File: config.mk
export PLATFORM = sky130hd
export DESIGN_NAME = ifu_fetch_queue
export DESIGN_NICKNAME = d
export VERILOG_FILES = /design/src/rtl/fetch_pkg.sv /design/src/rtl/sync_fifo.sv /design/src/rtl/ifu_fetch_queue.sv
export SDC_FILE = /design/constraint.sdc
export NUM_CORES = 1
export LEC_CHECK = 0
export BUFFER_PORTS_ARGS = -buffer_cell sky130_fd_sc_hd__buf_2
export CAP_MARGIN = 20
export CELL_PAD_IN_SITES_DETAIL_PLACEMENT = 0
export CELL_PAD_IN_SITES_GLOBAL_PLACEMENT = 2
export CORE_MARGIN = 2
export CORE_UTILIZATION = 40
export DETAILED_ROUTE_END_ITERATION = 8
export PLACE_DENSITY_LB_ADDON = 0.1
export SYNTH_ARGS = -nofsm -noshare
export SYNTH_HDL_FRONTEND = slang
export SYNTH_SLANG_ARGS = --single-unit
File: constraint.sdc
create_clock -name clk -period 3.44 [get_ports clk]
set_input_delay 0.344 -clock clk [delete_from_list [all_inputs] [get_ports clk]]
set_output_delay 0.344 -clock clk [all_outputs]
set_load 0.03 [all_outputs]
File: src/rtl/fetch_pkg.sv
// Shared types and constants for the instruction-fetch front end.
//   XLEN          : architectural register / address width
//   INST_NOP      : canonical no-op encoding (addi x0, x0, 0)
//   fetch_entry_t : one queued fetch result, {pc, inst}
package fetch_pkg;

  localparam int XLEN = 32;
  localparam logic [XLEN-1:0] INST_NOP = 32'h0000_0013;

  typedef struct packed {
    logic [XLEN-1:0] pc;
    logic [XLEN-1:0] inst;
  } fetch_entry_t;

endpackage

File: src/rtl/sync_fifo.sv
// Generic synchronous in-order FIFO with flush.
// Ports:
//   clk, rst_n : clock, asynchronous active-low reset (clears storage too)
//   flush      : drop all contents next edge (pointers and count to 0)
//   push       : write wdata at the tail; caller only pushes when there is room
//                or a pop happens in the same cycle
//   pop        : retire the head; caller only pops when count != 0
//   wdata      : entry to write
//   rdata      : head entry, read straight from registered storage
//   count      : current occupancy
// DEPTH need not be a power of two; pointers wrap explicitly.
module sync_fifo #(
  parameter int DATA_W = 64,
  parameter int DEPTH  = 4,
  localparam int PTR_W = $clog2(DEPTH),
  localparam int CNT_W = $clog2(DEPTH + 1)
) (
  input  logic              clk,
  input  logic              rst_n,
  input  logic              flush,
  input  logic              push,
  input  logic              pop,
  input  logic [DATA_W-1:0] wdata,
  output logic [DATA_W-1:0] rdata,
  output logic [CNT_W-1:0]  count
);

  localparam logic [PTR_W-1:0] LAST_PTR = PTR_W'(DEPTH - 1);

  logic [DATA_W-1:0] mem [DEPTH];
  logic [PTR_W-1:0]  wptr;
  logic [PTR_W-1:0]  rptr;

  function automatic logic [PTR_W-1:0] ptr_inc(input logic [PTR_W-1:0] p);
    return (p == LAST_PTR) ? '0 : p + 1'b1;
  endfunction

  always_ff @(posedge clk or negedge rst_n) begin
    if (!rst_n) begin
      for (int i = 0; i < DEPTH; i++) mem[i] <= '0;
    end else if (!flush && push) begin
      mem[wptr] <= wdata;
    end
  end

  always_ff @(posedge clk or negedge rst_n) begin
    if (!rst_n) begin
      wptr  <= '0;
      rptr  <= '0;
      count <= '0;
    end else if (flush) begin
      wptr  <= '0;
      rptr  <= '0;
      count <= '0;
    end else begin
      if (push) wptr <= ptr_inc(wptr);
      if (pop)  rptr <= ptr_inc(rptr);
      case ({push, pop})
        2'b10:   count <= count + 1'b1;
        2'b01:   count <= count - 1'b1;
        default: count <= count;
      endcase
    end
  end

  assign rdata = mem[rptr];

endmodule

File: src/rtl/ifu_fetch_queue.sv
// Instruction-fetch front end: owns the PC, drives the combinational-read
// imem, queues {pc, inst} pairs and hands them to decode.
// Ports:
//   clk, rst_n        : clock, asynchronous active-low reset
//   o_imem_addr       : fetch byte address (the PC register)
//   i_imem_data       : instruction word for o_imem_addr, same cycle
//   i_redirect_valid  : flush queue and restart fetch at i_redirect_pc
//   i_redirect_pc     : redirect target (low two bits ignored)
//   o_inst_valid      : queue head valid for decode
//   o_inst, o_inst_pc : queue head instruction and its PC
//   i_inst_ready      : decode accepts the head this cycle
//   o_count           : queue occupancy
module ifu_fetch_queue
  import fetch_pkg::*;
#(
  parameter logic [31:0] RESET_PC = 32'h0000_0000,
  parameter int          DEPTH    = 4,
  localparam int         CNT_W    = $clog2(DEPTH + 1)
) (
  input  logic             clk,
  input  logic             rst_n,
  output logic [31:0]      o_imem_addr,
  input  logic [31:0]      i_imem_data,
  input  logic             i_redirect_valid,
  input  logic [31:0]      i_redirect_pc,
  output logic             o_inst_valid,
  output logic [31:0]      o_inst,
  output logic [31:0]      o_inst_pc,
  input  logic             i_inst_ready,
  output logic [CNT_W-1:0] o_count
);

  localparam logic [31:0] PC_ALIGN_MASK = 32'hFFFF_FFFC;

  logic [31:0]      pc;
  logic             push;
  logic             pop;
  logic [CNT_W-1:0] count;
  fetch_entry_t     wr_entry;
  fetch_entry_t     rd_entry;

  // Valid is masked during a redirect so decode never consumes a stale entry
  // in the cycle the queue is being thrown away.
  assign o_inst_valid = (count != '0) && !i_redirect_valid;
  assign pop          = o_inst_valid && i_inst_ready;
  // A full queue can still accept a fetch when the head leaves the same cycle.
  assign push         = !i_redirect_valid && ((count < CNT_W'(DEPTH)) || pop);

  assign wr_entry.pc   = pc;
  assign wr_entry.inst = i_imem_data;

  always_ff @(posedge clk or negedge rst_n) begin
    if (!rst_n) begin
      pc <= RESET_PC & PC_ALIGN_MASK;
    end else if (i_redirect_valid) begin
      pc <= i_redirect_pc & PC_ALIGN_MASK;
    end else if (push) begin
      pc <= pc + 32'd4;
    end
  end

  sync_fifo #(
    .DATA_W ($bits(fetch_entry_t)),
    .DEPTH  (DEPTH)
  ) u_queue (
    .clk   (clk),
    .rst_n (rst_n),
    .flush (i_redirect_valid),
    .push  (push),
    .pop   (pop),
    .wdata (wr_entry),
    .rdata (rd_entry),
    .count (count)
  );

  assign o_imem_addr = pc;
  assign o_inst      = rd_entry.inst;
  assign o_inst_pc   = rd_entry.pc;
  assign o_count     = count;

endmodule

==> impl_metrics.env <==
export IMPL_first_pass_iters=4
export IMPL_fin_crit_sh=0.778
export IMPL_slew_viol_final=0
export IMPL_r2r_start="o_imem_addr[5]$_DFFE_PN0N_"
export IMPL_syn_avg_cell_area_um2=15.0
export IMPL_syn_to_final_growth_pct=19.1
export IMPL_grt_pass1_wl_um=47500
export IMPL_die_width_um=183
export IMPL_yosysMostFrequentCell="dfrtp_1"
export IMPL_ant_nets=0
export IMPL_async_flop_share=1.00
export IMPL_ys_dominant_reg_cell="dfrtp_1"
export IMPL_clk_pin_slew_ns=0.05
export IMPL_yosys_warnings=0
export IMPL_power_total_uw=14900
export IMPL_cts_sinks=285
export IMPL_start_kind="flip-flop"
export IMPL_grt_overflow=0
export IMPL_finalSetupViolations=0
export IMPL_postLayoutCoreUtil=0.484
export IMPL_antenna_found_initial=4
export IMPL_required_ns=3.10
export IMPL_synth_area_leader_cell="dfrtp_1"
export IMPL_p_leak_uw=0.00637
export IMPL_cts_setup_buffers=0
export IMPL_synthTopCellsByArea="dfrtp_1 56%, mux2_2 22%, mux4_2 11%"
export IMPL_initial_core_util=0.406
export IMPL_rsz0062_at_grt="false"
export IMPL_fmax_mhz=373
export IMPL_io_pins=168
export IMPL_core_area_um2=31600
export IMPL_root_buffer="clkbuf_16"
export IMPL_reg2reg_setup_slack_ns=1.02
export IMPL_layout_drive_gt1_share=0.534
export IMPL_syn_inst=857
export IMPL_synth_edff_count=0
export IMPL_hold_viol=0
export IMPL_routed_via_count=7792
export IMPL_tightest_slew_ns=0.786
export IMPL_gp_congestion=0.734
export IMPL_clock_path_buffers=3
export IMPL_synthDistinctLibCells=39
export IMPL_port_buffer_count=161
export IMPL_drc_errors=0
export IMPL_max_vdd_ir_drop_mv=0.451
export IMPL_skew_ns=0.0205
export IMPL_status="complete, no violations"
export IMPL_totalWireLength_um=29700
export IMPL_cts_buffers=34
export IMPL_period_needed_ns=2.68
export IMPL_worst_path_max_fanout=24
export IMPL_crit_arrival_ns=2.33
export IMPL_holdPathEnd="o_imem_addr[6]$_DFFE_PN0N_"
export IMPL_placed_cell_area_um2=14100
export IMPL_hold_slack_ns=0.0502
export IMPL_finish_instance_area_um2=15300
export IMPL_via_per_inst=5.44
export IMPL_hold_start="i_redirect_pc[6]"
export IMPL_hpwl_um=18400
export IMPL_grt_pass1_vias=8173
export IMPL_fin_setup_tns_ns=0
export IMPL_netlist_area_um2=12800
export IMPL_die_y_um=183
export IMPL_wl_per_cell_um=20.7
export IMPL_crit_type="reg -> out"
export IMPL_yosysSeqAreaShare=0.556
export IMPL_r2r_end="o_imem_addr[23]$_DFFE_PN0N_"
export IMPL_placementRows=65
export IMPL_powerDensity_nw_per_um2=974
export IMPL_ctsHoldBuffers=1
export IMPL_synth_top_cells_by_count="285 x dfrtp_1, 248 x mux2_2, 62 x mux4_2"
export IMPL_crit_path_end_kind="primary output"
export IMPL_cts_max_level=2
export IMPL_synth_seq_cells=285
export IMPL_clock_latency_ns=0.51
export IMPL_grt_max_degree=95
export IMPL_cts_tree="done"
export IMPL_dieArea_um2=33500
export IMPL_grt_usage=0.181
export IMPL_slew_headroom=0.476
export IMPL_synth_top_area_share=0.556
export IMPL_maxCapViolCount=0
export IMPL_r2r_cells=4
export IMPL_hold_depth=3
export IMPL_hold_class="in -> reg"
export IMPL_nNetsFinal=1082
export IMPL_cts_resized=0
export IMPL_drt_first_iter_violations=268
## layer usage
layer / global-route usage / up-vias / share of wire
li1: - / 3492 / -
met1: 0.253 / 4112 / 0.46
met2: 0.297 / 150 / 0.48
met3: 0.0373 / 34 / 0.050
met4: 0.0362 / 4 / 0.013
met5: 0 / - / 0.00091
## cell usage in the layout (no fill, tap or decap), types with 3 or more instances in the layout
cell	netlist	routed
clkinv_2	0	6
and4_1	3	3
clkbuf_16	0	37
nand4_1	6	6
mux4_2	62	62
mux2_2	248	248
nor3_1	3	3
o31a_1	11	11
clkbuf_8	0	7
dfrtp_1	285	283
nor4_1	6	6
o311ai_0	6	6
nand3_1	10	10
or2_2	3	3
nor2_1	20	20
inv_1	6	6
and3_1	8	4
a31oi_1	12	12
clkbuf_1	44	6
xnor2_1	7	7
nand2_1	30	30
o31ai_1	10	10
and3_4	0	4
o21ai_0	11	11
buf_12	0	10
nand2b_1	5	5
or4_1	13	13
xor2_1	3	3
ha_1	5	5
conb_1	1	5
a21oi_1	4	4
buf_2	2	160
buf_4	4	7
## cell families after synthesis
logic type / synth area share
XOR/XNOR: 0.00683
AND/OR/NAND/NOR: 0.0477
AO/OA/AOI/OAI: 0.0304
flip-flops: 0.556
multiplexers: 0.328
other: 0.000293
buffers and inverters: 0.0242
adder cells (fa/ha/maj): 0.00644
## per-stage QoR
| stage | instances | setup slack [ns] |
|---|---|---|
| after CTS | 1431 | 0.690 |
| after global placement | 1373 | 1.05 |
| after floorplan | 861 | 1.19 |
| final | 1433 | 0.763 |
| after global routing | 1432 | 0.626 |
| after detailed placement | 1373 | 0.998 |
## state kept, by name (all words and copies together) (netlist names)
register,cells
o_imem_addr,30
u_queue.count,3
u_queue.mem,248
u_queue.rptr,2
u_queue.wptr,2
## cell type report
class	instances	area (µm²)
flip-flops and latches	285	7140
clock inverters	7	60.1
inverters	6	22.5
fillers	2925	16300
repair buffers	179	1080
multi-input cells	502	5410
diodes	2	5.00
well taps	402	503
clock buffers	50	1040
## report_power, final
part           switching (µW)  internal [µW]  total, µW  leakage (µW)
Clock                    1360           2170       3520      0.000551
Sequential                880           4870       5750       0.00339
Combinational            2820           2760       5580       0.00243
## critical path, cell delays in order, from the launching register on
cell     delay (ns)
dfrtp_4        0.74
buf_12         0.30
mux4_2         0.57
buf_2          0.20
## worst max path at each step
stage	startpoint	end
floorplan	u_queue.rptr[0]$_DFFE_PN0P_	o_inst[10]
global placement	o_imem_addr[5]$_DFFE_PN0N_	o_imem_addr[23]$_DFFE_PN0N_
detailed placement	o_imem_addr[5]$_DFFE_PN0N_	o_imem_addr[25]$_DFFE_PN0N_
CTS	u_queue.rptr[0]$_DFFE_PN0P_	o_inst[11]
global route	u_queue.rptr[0]$_DFFE_PN0P_	o_inst[11]
finish	u_queue.rptr[0]$_DFFE_PN0P_	o_inst[11]
Note: power is estimated with default switching activity, not from simulation.
